<file path="config.mk">
export PLATFORM = sky130hd
export DESIGN_NAME = instr_fetch
export DESIGN_NICKNAME = d
export VERILOG_FILES = /design/src/rtl/instr_fetch.sv
export SDC_FILE = /design/constraint.sdc
export NUM_CORES = 1
export LEC_CHECK = 0
export BUFFER_PORTS_ARGS = -buffer_cell sky130_fd_sc_hd__buf_4
export CORE_UTILIZATION = 40
export DETAILED_ROUTE_END_ITERATION = 6
export PLACE_DENSITY = 0.7
export SETUP_SLACK_MARGIN = 0.15
export SLEW_MARGIN = 10
export SYNTH_ARGS = -nofsm -noshare
export SYNTH_HDL_FRONTEND = slang
export SYNTH_SLANG_ARGS = --single-unit
</file>
<file path="constraint.sdc">
create_clock -name clk -period 4.75 [get_ports clk]
set_clock_uncertainty 0.15 [all_clocks]
set_input_delay 0.95 -clock clk [delete_from_list [all_inputs] [get_ports clk]]
set_output_delay 0.95 -clock clk [all_outputs]
set_load 0.01 [all_outputs]
</file>
<file path="src/rtl/instr_fetch.sv">
// rtl/instr_fetch.sv - Instruction fetch stage: PC ownership, imem handshake, instruction field split
module instr_fetch #(
   parameter int               XLEN     = 32,
   parameter logic [XLEN-1:0]  RESET_PC = '0
) (
   input  logic            clk,
   input  logic            rst,
   input  logic [1:0]      pcsrc,
   input  logic [XLEN-1:0] immext,
   input  logic [XLEN-1:0] aluresult,
   input  logic            commit,
   output logic            imem_req,
   output logic [XLEN-1:0] imem_addr,
   input  logic            imem_rdy,
   input  logic [31:0]     imem_rdata,
   output logic [XLEN-1:0] pc,
   output logic [XLEN-1:0] pcplus4,
   output logic [31:0]     instr,
   output logic [6:0]      opc,
   output logic [2:0]      f3,
   output logic [6:0]      f7,
   output logic [4:0]      rs1,
   output logic [4:0]      rs2,
   output logic [4:0]      rd,
   output logic            instr_valid,
   output logic            err
);

   typedef enum logic [1:0] {
      S_FETCH = 2'd0,
      S_EXEC  = 2'd1,
      S_TRAP  = 2'd2
   } state_t;

   state_t          state_q;
   logic [XLEN-1:0] pc_q;
   logic [31:0]     instr_q;
   logic            err_q;
   logic            req_q;
   logic            valid_q;

   logic [XLEN-1:0] pc_d;
   logic [XLEN-1:0] jalr_tgt;
   logic            misaligned;

   // jalr target has bit 0 cleared; the remaining low bit is what traps
   assign jalr_tgt = aluresult & ~XLEN'(1);

   // Next-PC select; reserved encoding behaves like sequential fetch
   always_comb begin
      pc_d = pc_q + XLEN'(4);
      case (pcsrc)
         2'b01:   pc_d = pc_q + immext;
         2'b10:   pc_d = jalr_tgt;
         default: pc_d = pc_q + XLEN'(4);
      endcase
   end

   assign misaligned = (pc_d[1:0] != 2'b00);

   // Fetch/execute/trap sequencer with registered request and valid flags
   always_ff @(posedge clk) begin
      if (rst) begin
         state_q <= S_FETCH;
         pc_q    <= RESET_PC;
         instr_q <= '0;
         err_q   <= 1'b0;
         req_q   <= 1'b1;
         valid_q <= 1'b0;
      end else begin
         case (state_q)
            S_FETCH: begin
               if (imem_rdy) begin
                  instr_q <= imem_rdata;
                  state_q <= S_EXEC;
                  req_q   <= 1'b0;
                  valid_q <= 1'b1;
               end
            end
            S_EXEC: begin
               if (commit) begin
                  valid_q <= 1'b0;
                  if (misaligned) begin
                     err_q   <= 1'b1;
                     req_q   <= 1'b0;
                     state_q <= S_TRAP;
                  end else begin
                     pc_q    <= pc_d;
                     req_q   <= 1'b1;
                     state_q <= S_FETCH;
                  end
               end
            end
            S_TRAP: begin
               err_q   <= 1'b1;
               req_q   <= 1'b0;
               valid_q <= 1'b0;
            end
            default: begin
               state_q <= S_FETCH;
               req_q   <= 1'b1;
               valid_q <= 1'b0;
            end
         endcase
      end
   end

   // Request is suppressed combinationally while reset is held
   assign imem_req    = req_q & ~rst;
   assign imem_addr   = pc_q;
   assign pc          = pc_q;
   assign pcplus4     = pc_q + XLEN'(4);
   assign instr       = instr_q;
   assign instr_valid = valid_q;
   assign err         = err_q;

   assign opc = instr_q[6:0];
   assign f3  = instr_q[14:12];
   assign f7  = instr_q[31:25];
   assign rs1 = instr_q[19:15];
   assign rs2 = instr_q[24:20];
   assign rd  = instr_q[11:7];

endmodule

</file>
== Word-level counts from Yosys, hierarchy flattened ==
Index checks and enable logic that the tools add are counted.

* Output and inout port bits: 163
* Memory bits (writable): 0
* Latch bits: 0
* Bits of input ports: 102
* Memories: 0
* Word-level logic and storage cells: 42
* Bits in read-only memories: 0
* Register bits after elaboration: 69

* Equality and inequality tests: 7
* Shifts and indexed selects: 0
* Multiplexer cells: 15
* $mul: 0
* Divide/modulo/power cells: 0
* Order comparisons: 0
* Bitwise operators: 4
* Add/sub/neg operators: 2
* Reductions and logical operators: 8

{| class="wikitable"
|+ Operators with widths
! cell !! count
|-
| 32-bit one-hot mux with 2 select lines || 1
|-
| 32-bit by 3-bit adder with 32-bit output, second input constant || 1
|-
| 32-bit adder || 1
|-
| 3-bit AND reduction || 3
|-
| 1-bit two-way mux || 7
|-
| 2-bit two-way mux || 3
|-
| 2-bit inequality test, second input constant || 3
|-
| 2-bit one-hot mux with 3 select lines || 1
|-
| 2-bit by 1-bit == test with 1-bit output, second input constant || 2
|-
| 2-bit == test, second input constant || 2
|-
| 1-bit one-hot mux with 2 select lines || 2
|-
| 2-bit AND reduction || 2
|-
| 2-bit nonzero test || 2
|-
| 1-bit NOT || 3
|-
| 1-bit one-hot mux with 3 select lines || 1
|-
| 2-bit zero test || 1
|-
| 1-bit bitwise AND || 1
|}

== Longest topological paths before layout ==
* Depth in word-level cells: 6
* Gate-level depth with buffers: 11

== Worst setup path before layout ==
No wires, ideal clock.

* Path type: in2reg
* Start point: input port immext[0]
* End point: register pc_q[30] (netlist: imem_addr[30])
* Path buffers: 0
* Arrival time: 3.087 ns
* Setup time: 0.116 ns
* Path slack: 1.397 ns
* Data required time: 4.484 ns
* Cell stages on the path: 11
* Cells stage by stage: ha_1 -> inv_1 -> fa_1 -> nand2b_1 -> a21oi_1 -> o21ai_1 -> a31oi_2 -> o21a_1 -> o21ai_1 -> or4_1 -> a31o_1

* Word-level cells in the longest chain between the ends: 5

{| class="wikitable"
|+ Ends and longest elaborated chain
! item !! RTL line !! text
|-
| start: declaration || 9 || <nowiki>input logic [XLEN-1:0] immext,</nowiki>
|-
| 32-bit adder (*) || 53 || <nowiki>2'b01: pc_d = pc_q + immext;</nowiki>
|-
| 32-bit one-hot mux with 2 select lines (*) || 52 || <nowiki>case (pcsrc)</nowiki>
|-
| 2-bit nonzero test || 59 || <nowiki>assign misaligned = (pc_d[1:0] != 2'b00);</nowiki>
|-
| 1-bit NOT (no line) || n/a ||
|-
| 3-bit AND reduction (no line) || n/a ||
|-
| end signal: assignment || 88 || <nowiki>pc_q <= pc_d;</nowiki>
|-
| end: declaration || 36 || <nowiki>logic [XLEN-1:0] pc_q;</nowiki>
|}

Every way passes the cells marked *; elsewhere a longest branch is shown, timed or not.
A chain may end at the register's enable or synchronous reset.

== Worst setup path after layout ==
* Start point: register pc_q[2] (netlist: imem_addr[2])
* End point: output port pcplus4[30]

* Word-level cells in the longest chain between the ends: 1

{| class="wikitable"
|+ Ends and longest elaborated chain
! item !! RTL line !! text
|-
| 32-bit by 3-bit adder with 32-bit output || 112 || <nowiki>assign pcplus4 = pc_q + XLEN'(4);</nowiki>
|-
| end: declaration || 17 || <nowiki>output logic [XLEN-1:0] pcplus4,</nowiki>
|}

Every way passes these cells.

==> results.json <==
{
  "crit_family": "simple AND/OR/NAND/NOR gates",
  "crit_top_cell": "nand3_1",
  "antenna_found_initial": 0,
  "drc": 0,
  "status": "completed",
  "critPathMaxFanout": 9,
  "peakVddDrop_mv": 0.1690,
  "wl_per_cell_um": 17.63,
  "dieArea_sq_mm": 0.01550,
  "drt.antenna.violating_nets": 0,
  "power.leakage_nw": 3.736,
  "syn2layout_area_growth_pct": 32.01,
  "die_h_um": 124.5,
  "place_inst": 1174,
  "stdcell_area_sq_mm": 0.007925,
  "gp_congestion": 0.9179,
  "cts_tree": "built",
  "final_util_pct": 54.32,
  "die_x_um": 124.5,
  "maxCapViolations": 0,
  "coreArea_sq_mm": 0.01459,
  "startpoint_type": "register",
  "fin_crit_sh_pct": 82.96,
  "htree_levels": 3,
  "io_pins": 265,
  "hpwl_um": 15300,
  "yosysTopAreaCell": "dfxtp_1",
  "ys_seq_area_share_pct": 23.01,
  "clkLatencyLatePin_ns": 0.34,
  "slew_violations": 0,
  "synth.most_common_cell": "nand2_1",
  "vias_per_cell": 5.535,
  "path_class": "register to output port",
  "async_reset_ff_share_pct": 0,
  "postSynthAreaPerCell_sq_um": 7.286,
  "cts_buffers": 9,
  "clockBufferDepth": 2,
  "placementRows": 44,
  "synthFlopType": "dfxtp_1",
  "clk_pin_slew_ns": 0.06,
  "path_buf_inv": 1,
  "tns_ns": 0,
  "worstHoldPathType": "register to register",
  "synth_cells": 824,
  "max_stage_delay_ns": 0.53,
  "drtPass1Iterations": 6,
  "synth_area_leaders": "dfxtp_1 23%, buf_4 8.4%, a21oi_1 7.2%",
  "synth_top_area_share_pct": 23.01,
  "max_freq_mhz": 253.8,
  "crit_path_cell_trace": "ha_1, nand3_1, nor2_1, and2_0, nand3_1, xnor2_1, buf_4",
  "hold_buffers": 0,
  "worst_pin_slew_ns": 0.7489,
  "yosys.cell_types.count": 68,
  "arrival_ns": 2.84,
  "cp-end-kind": "output port",
  "cts_resized": 0,
  "worstPathRequired_ns": 3.65,
  "grt_max_degree": 34,
  "n_antenna_cell": 0,
  "finalCriticalPeriod_ns": 3.940,
  "totalWireLength_um": 20980,
  "yosys_warnings": 0,
  "clock-sinks": 69,
  "slowest_stage": "dfxtp_1",
  "grt_pass1_vias": 6236,
  "grt_overflow_total": 0,
  "powerDensity_mw_per_mm2": 230.0,
  "start_util_pct": 41.15,
  "synth_common_cells": "113 x nand2_1, 86 x a21oi_1, 69 x dfxtp_1, 67 x buf_4, 58 x nor2_1",
  "synth_edf_count": 0,
  "ys_seq_elements": 69,
  "syn_area_sq_mm": 0.006003,
  "syn-num-nets": 961,
  "nFillCells": 1485,
  "grtUsageTotal_pct": 26.52,
  "post_cts_buffers": 0,
  "hold_viol_final": 0,
  "relSlewSlack_pct": 49.96,
  "io_buffers": 263,
  "cts-root-buf": "clkbuf_16",
  "final_layout_size_suffix_gt1_share_pct": 31.01,
  "rsz0062_at_grt": "no",
  "vias": 6587,
  "final_cells": 1190,
  "grt_pass1_wl_um": 33220,
  "final_nets": 1138,
  "finalSetupViolCount": 0,
  "drt_iter0_drc": 361,
  "placed_cell_area_sq_mm": 0.007649
}
## layout make-up
cell class	count	area, sq um	share of cell area, %
Multi-Input combinational cell	618	3856	48.66
Timing Repair Buffer	278	2087	26.33
Sequential cell	69	1381	17.43
Tap cell	184	230.2	2.905
Clock buffer	9	225.2	2.842
Inverter	25	93.84	1.184
Clock inverter	7	51.30	0.6473
## where the power goes
group	switching (mW)	internal (mW)
Combinational	0.281	0.246
Sequential	0.0402	0.611
Clock	0.289	0.355
Total	0.611	1.21
## metal layers
layer	track usage [%]	part of all wire, %	wire length, um	vias up
met5	0	0	0	-
met4	8.434	1.8	382	0
met3	3.565	6.4	1343	24
met2	43.09	47	9761	254
met1	36.07	45	9494	3079
li1	-	-	-	3230
## cell usage in the layout, fill, tap and decap left out, types with 5 or more instances in the layout
cell type	n
xnor2_1	25
a31oi_1	8
o211ai_1	5
buf_4	278
a32oi_1	5
o22ai_1	9
a2111oi_0	5
and3_1	10
nor3_1	18
nand2b_1	12
inv_1	24
o21ai_0	42
a22oi_1	7
and2_1	5
nor2b_1	5
or3_1	5
nand3_1	23
nand2_1	113
a221oi_1	11
a211oi_1	9
o21a_1	9
nand4_1	9
ha_1	34
nand3b_1	8
a21oi_1	85
xor2_1	21
nor2_1	58
a21o_1	19
clkbuf_16	9
dfxtp_1	69
## cell families after synthesis
family,Yosys count,share of synthesized area (%)
AOI/OAI and AO/OA,252,27.18
muxes,3,0.5211
adders and majority gates,35,7.420
buffers and inverters,137,12.86
and+or+nand+nor,282,22.30
xor gates and xnor gates,46,6.711
DFF,69,23.01
## path summary, 6_finish.rpt
kind | slack (ns) | from | end | depth (start not counted)
worst max-delay path | 0.81 | imem_addr[2] | pcplus4[30] | 7
worst min-delay path | 0.32 | err | err | 1
worst max register to register | 1.35 | imem_addr[0] | imem_addr[30] | 11
worst min register to register | 0.32 | err | err | 1
## flip-flops by register name, indices dropped and copies added, names as in the netlist
signal,flops
instr,32
instr_valid,1
err,1
imem_addr,32
state_q,2
req_q,1
## per-stage QoR
step                setup slack, ns  hold slack, ns  total power, mW
detailed placement           0.9578          0.3057            1.187
CTS                          0.8351          0.3207            1.835
global route                 0.6384          0.3473            1.914
floorplan                     1.397          0.3261           0.9748
global placement              1.000          0.3032            1.183
finish                       0.8096          0.3167            1.823
Note: power is estimated with default switching activity, not from simulation.
